**src/rtl/ex_mem_reg.sv**
```systemverilog
// EX->MEM pipeline register with stall/flush handling and MADD/MSUB accumulator hand-back.
// Latency 1 cycle; stall[3]/stall[4] select bubble or hold. EX_MEM_EXCEPT_EN adds exception fields.
module ex_mem_reg #(
    parameter int STALL_W = 6
) (
    input  logic               clk,
    input  logic               rst,
    input  logic [STALL_W-1:0] stall,
    input  logic               flush,
    input  logic [31:0]        ex_wdata,
    input  logic [4:0]         ex_waddr,
    input  logic               ex_wr_en,
    input  logic [31:0]        ex_hi,
    input  logic [31:0]        ex_lo,
    input  logic               ex_hilo_en,
    input  logic [7:0]         ex_aluop,
    input  logic [31:0]        ex_mem_addr,
    input  logic [31:0]        ex_reg2,
    input  logic [63:0]        hilo_temp_i,
    input  logic [1:0]         cnt_i,
`ifdef EX_MEM_EXCEPT_EN
    input  logic [31:0]        ex_excepttype,
    input  logic [31:0]        ex_inst_addr,
    input  logic               ex_in_delayslot,
    output logic [31:0]        mem_excepttype,
    output logic [31:0]        mem_inst_addr,
    output logic               mem_in_delayslot,
`endif
    output logic [31:0]        mem_wdata,
    output logic [4:0]         mem_waddr,
    output logic               mem_wr_en,
    output logic [31:0]        mem_hi,
    output logic [31:0]        mem_lo,
    output logic               mem_hilo_en,
    output logic [7:0]         mem_aluop,
    output logic [31:0]        mem_mem_addr,
    output logic [31:0]        mem_reg2,
    output logic [63:0]        hilo_temp_o,
    output logic [1:0]         cnt_o
);

    typedef struct packed {
        logic [31:0] wdata;
        logic [4:0]  waddr;
        logic        wr_en;
        logic [31:0] hi;
        logic [31:0] lo;
        logic        hilo_en;
        logic [7:0]  aluop;
        logic [31:0] mem_addr;
        logic [31:0] reg2;
`ifdef EX_MEM_EXCEPT_EN
        logic [31:0] excepttype;
        logic [31:0] inst_addr;
        logic        in_delayslot;
`endif
    } mem_pl_t;

    mem_pl_t     pl_in;
    mem_pl_t     pl_d, pl_q;
    logic [63:0] hilo_temp_d, hilo_temp_q;
    logic [1:0]  cnt_d, cnt_q;
    logic        ex_stop, mem_stop;

    assign ex_stop  = stall[3];
    assign mem_stop = stall[4];

    always_comb begin
        pl_in          = '0;
        pl_in.wdata    = ex_wdata;
        pl_in.waddr    = ex_waddr;
        pl_in.wr_en    = ex_wr_en;
        pl_in.hi       = ex_hi;
        pl_in.lo       = ex_lo;
        pl_in.hilo_en  = ex_hilo_en;
        pl_in.aluop    = ex_aluop;
        pl_in.mem_addr = ex_mem_addr;
        pl_in.reg2     = ex_reg2;
`ifdef EX_MEM_EXCEPT_EN
        pl_in.excepttype   = ex_excepttype;
        pl_in.inst_addr    = ex_inst_addr;
        pl_in.in_delayslot = ex_in_delayslot;
`endif
    end

    // Accumulator state only survives while EX is stalled; any advance means it completed.
    always_comb begin
        pl_d        = pl_q;
        hilo_temp_d = hilo_temp_q;
        cnt_d       = cnt_q;
        if (flush) begin
            pl_d        = '0;
            hilo_temp_d = '0;
            cnt_d       = '0;
        end else if (ex_stop && !mem_stop) begin
            pl_d        = '0;
            hilo_temp_d = hilo_temp_i;
            cnt_d       = cnt_i;
        end else if (!ex_stop) begin
            pl_d        = pl_in;
            hilo_temp_d = '0;
            cnt_d       = '0;
        end else begin
            hilo_temp_d = hilo_temp_i;
            cnt_d       = cnt_i;
        end
    end

    always_ff @(posedge clk) begin
        if (!rst) begin
            pl_q        <= '0;
            hilo_temp_q <= '0;
            cnt_q       <= '0;
        end else begin
            pl_q        <= pl_d;
            hilo_temp_q <= hilo_temp_d;
            cnt_q       <= cnt_d;
        end
    end

    assign mem_wdata    = pl_q.wdata;
    assign mem_waddr    = pl_q.waddr;
    assign mem_wr_en    = pl_q.wr_en;
    assign mem_hi       = pl_q.hi;
    assign mem_lo       = pl_q.lo;
    assign mem_hilo_en  = pl_q.hilo_en;
    assign mem_aluop    = pl_q.aluop;
    assign mem_mem_addr = pl_q.mem_addr;
    assign mem_reg2     = pl_q.reg2;
    assign hilo_temp_o  = hilo_temp_q;
    assign cnt_o        = cnt_q;
`ifdef EX_MEM_EXCEPT_EN
    assign mem_excepttype   = pl_q.excepttype;
    assign mem_inst_addr    = pl_q.inst_addr;
    assign mem_in_delayslot = pl_q.in_delayslot;
`endif

endmodule

```
**config.mk**
```make
export PLATFORM = sky130hd
export DESIGN_NAME = ex_mem_reg
export DESIGN_NICKNAME = d
export VERILOG_FILES = /design/src/rtl/ex_mem_reg.sv
export SDC_FILE = /design/constraint.sdc
export NUM_CORES = 1
export LEC_CHECK = 0
export CORE_AREA = 2 2 189 191
export CTS_CLUSTER_SIZE = 30
export DETAILED_ROUTE_END_ITERATION = 16
export DIE_AREA = 0 0 191 193
export GPL_ROUTABILITY_DRIVEN = 0
export HOLD_SLACK_MARGIN = 0.02
export SLEW_MARGIN = 20
export SYNTH_ARGS = -nofsm -noshare
export SYNTH_HDL_FRONTEND = slang
export SYNTH_SLANG_ARGS = --single-unit
```
**constraint.sdc**
```tcl
create_clock -name clk -period 1.1 [get_ports clk]
set_input_delay 0.11 -clock clk [delete_from_list [all_inputs] [get_ports clk]]
set_output_delay 0.11 -clock clk [all_outputs]
set_load 0.02 [all_outputs]
```
==> impl_metrics.json <==
{
  "topRoutingLayerUsed": "met4",
  "fmax_mhz": 883.8,
  "crit_path_end_kind": "output port",
  "totalWireLength_mm": 32.29,
  "finalInstanceArea_um2": 16270,
  "htree_num_levels": 1,
  "synthesis.area_um2": 8621,
  "final_layout_size_suffix_gt1_share_pct": 43.51,
  "placement.cell_area_um2": 14180,
  "globalRouteOverflowTotal": 0,
  "detailed_place_hpwl_mm": 22.74,
  "yosysMostFrequentCell": "dfxtp_1",
  "clk_latency_ps": 530,
  "detail_route.iter0.violations": 357,
  "setup.worst_path.start_class": "flop",
  "cpPeakStageDelay_ps": 350,
  "postSynthNetCount": 1175,
  "post_drt_wl_per_cell_um": 16.57,
  "io-pin-count": 491,
  "grt_antenna_before_repair": 0,
  "final_net_count": 1716,
  "route.vias.total": 8570,
  "wirelength_met1_mm": 13.01,
  "synth_seq_cells": 241,
  "run_status": "complete, but fails checks",
  "worst_setup_slack_final_ps": -31.45,
  "post_synth.cell_area_avg_um2": 9.320,
  "number_of_global_route_vias_before_repair": 7995,
  "remaining_drc_errors": 0,
  "met3_wirelength_mm": 2.835,
  "power_switching_share_pct": 23.67,
  "layoutNonFillerInstCount": 1948,
  "rows": 69,
  "tritoncts_clock_tree": "done",
  "yosysUniqueCellTypes": 14,
  "clock_tree.root_cell": "clkbuf_16",
  "power_report.internal_total_mw": 16.65,
  "hold_path_class": "primary input to flop",
  "vias_cell": 4.399,
  "required_time_of_the_worst_setup_path_ps": 990,
  "critPathTopFamily": "flip-flops",
  "postSynth.asyncResetShare_pct": 0,
  "timing.final.max_slew_violations": 0,
  "failed_checks": "setup timing",
  "total_count_of_hold_check_failures_in_the_final_report": 0,
  "wl_met2_mm": 15.65,
  "die_width_um": 191,
  "post_synth_main_area_contributors": "dfxtp_1 56%, nand2b_1 13%, a21oi_1 10%, nand3_1 10%, and3_1 4.8%",
  "fp.dieArea_um2": 36860,
  "grt_max_degree": 78,
  "power.sequential.fraction_pct": 42.2,
  "yosys_warnings": 0,
  "number_of_flops_mapped_to_enable_cells_by_yosys": 0,
  "grt_usage_pct": 15.60,
  "clockPowerShare_pct": 43.9,
  "placedCellCount": 1832,
  "worst_pin_slew_ps": 298.3,
  "floorplan.initialDensity_pct": 24.66,
  "critPathArrivalTime_ps": 1020,
  "cap_viol_max_count": 0,
  "power.switching_mw": 5.162,
  "synth.largest_area_cell": "dfxtp_1",
  "pwr-share-comb_pct": 14.0,
  "relSlewSlack_pct": 80.12,
  "port-buffer-count": 486,
  "postSynthCellCount": 925,
  "leakage_nw": 6.736,
  "pre_cts_ws_ps": -255.0,
  "timing.clock.skew_ps": 0,
  "synth.top_cells.by_count": "241 x dfxtp_1, 176 x nand2b_1, 175 x a21oi_1, 175 x nand3_1, 66 x and3_1",
  "critical_path_buf_inv_count": 1,
  "yosys.area.top_type_share_pct": 55.97,
  "drtPass1Iterations": 5,
  "power.density_cell_area_nw_per_um2": 1341,
  "cts.path.max_buffers": 3,
  "finalCriticalPeriod_ps": 1131,
  "num_antenna_cells": 0,
  "grt_setup_unrepaired": "yes",
  "grt_pass1_wl_mm": 45.54,
  "coreArea_um2": 34960,
  "detail-route-antenna-nets": 0,
  "chipHeight_um": 193,
  "path_class": "flop to output port",
  "critical_path.cell_chain": "buf_6",
  "synth_ff_type": "dfxtp_1",
  "cts_buffers": 28,
  "crit_path_top_delay_cell": "dfxtp_2",
  "finalSetupViolCount": 64,
  "clock-sinks": 241,
  "share_of_the_cycle_needed_by_the_critical_path_after_routing_pct": 102.9,
  "vdd_ir_drop_max_mv": 1.240,
  "areaGrowthSynthToFinish_pct": 88.68,
  "crit_fanout": 1,
  "cts.clk_slew.worst_paths_ps": 60,
  "synth.yosys.seq_area_share_pct": 55.97
}
-- flip-flops by register name, indices dropped and copies added, names as in the netlist --
name          flops
mem_mem_addr     32
hilo_temp_o      64
mem_lo           32
mem_waddr         5
mem_wr_en         1
mem_aluop         8
mem_hi           32
cnt_o             2
mem_wdata        32
mem_reg2         32
mem_hilo_en       1
-- repair_timing --
| action | in CTS | in global routing |
|---|---|---|
| setup buffers | 17 | 45 |
| hold buffers | 2 | 0 |
| endpoints found under the hold margin | 14 | 0 |
| cloned | 0 | 1 |
| setup endpoints to repair | 241 | 243 |
| resized for setup | 1685 | 3 |
-- layout make-up --
class	instances	area (um2)
multi-input cells	593	3284
clock inverters	13	145.1
clock buffers	38	809.5
flip-flops and latches	241	5126
well taps	461	576.8
fillers	3306	18700
repair buffers	602	6324
-- layer usage --
layer / up-vias / global-route usage, %
met2: 307 / 26.03
met4: 0 / 5.158
met1: 3986 / 18.83
met3: 51 / 5.285
li1: 4226 / -
met5: - / 0
-- power groups by stage --
| stage | combinational (mW) | clock, mW | sequential [mW] |
|---|---|---|---|
| floorplan | 0.810 | 0 | 9.59 |
| global placement | 2.86 | 0 | 9.28 |
| detailed placement | 2.87 | 0 | 9.29 |
| CTS | 2.97 | 9.78 | 9.20 |
| global route | 3.24 | 10.2 | 9.22 |
| finish | 3.05 | 9.56 | 9.20 |
-- layout by cell type (no fill, tap or decap) --
cell type          n
and2b_1            1
clkbuf_8           5
buf_12            18
a21oi_2            1
clkinv_2           8
buf_6            240
bufinv_16          3
a21oi_1          174
nand2b_1         175
buf_4             95
and3_1            66
buf_8              1
dlygate4sd3_1      2
nand2b_4           1
buf_16             2
dfxtp_2          241
nand3_1          175
clkdlybuf4s50_1  243
clkbuf_16         30
clkbuf_1           4
clkinvlp_4         2
-- path summary, 6_finish.rpt --
kind                                                  from                         end  slack [ps]  cells after the start
worst max register to register     mem_lo[23]$_SDFFE_PP0N_     mem_lo[23]$_SDFFE_PP0N_         290                      4
worst min-delay path                          ex_wdata[19]  mem_wdata[19]$_SDFFE_PP0N_         110                      3
worst max-delay path            hilo_temp_o[19]$_SDFF_PP0_             hilo_temp_o[19]         -30                      1
worst min register to register  mem_wdata[21]$_SDFFE_PP0N_  mem_wdata[21]$_SDFFE_PP0N_         470                      2
-- cell families after synthesis --
kind of cell | Yosys count | synth area share, %
compound gates | 175 | 10.16
buf+inv | 91 | 6.067
flops | 241 | 55.97
simple gates | 418 | 27.81
-- metrics by stage --
| stage | setup TNS, ps | power, mW | utilization [%] | hold WS [ps] |
|---|---|---|---|---|
| after global placement | -47490 | 12.15 | 40.55 | 462.7 |
| after global routing | -7062 | 22.65 | 46.52 | 109.0 |
| final | -640.6 | 21.81 | 46.52 | 115.0 |
| after floorplan | 0 | 10.40 | - | 258.6 |
| after CTS | -6321 | 21.94 | 45.43 | 88.56 |
| after detailed placement | -49600 | 12.16 | 40.55 | 459.6 |
Note: power is estimated with default switching activity, not from simulation.
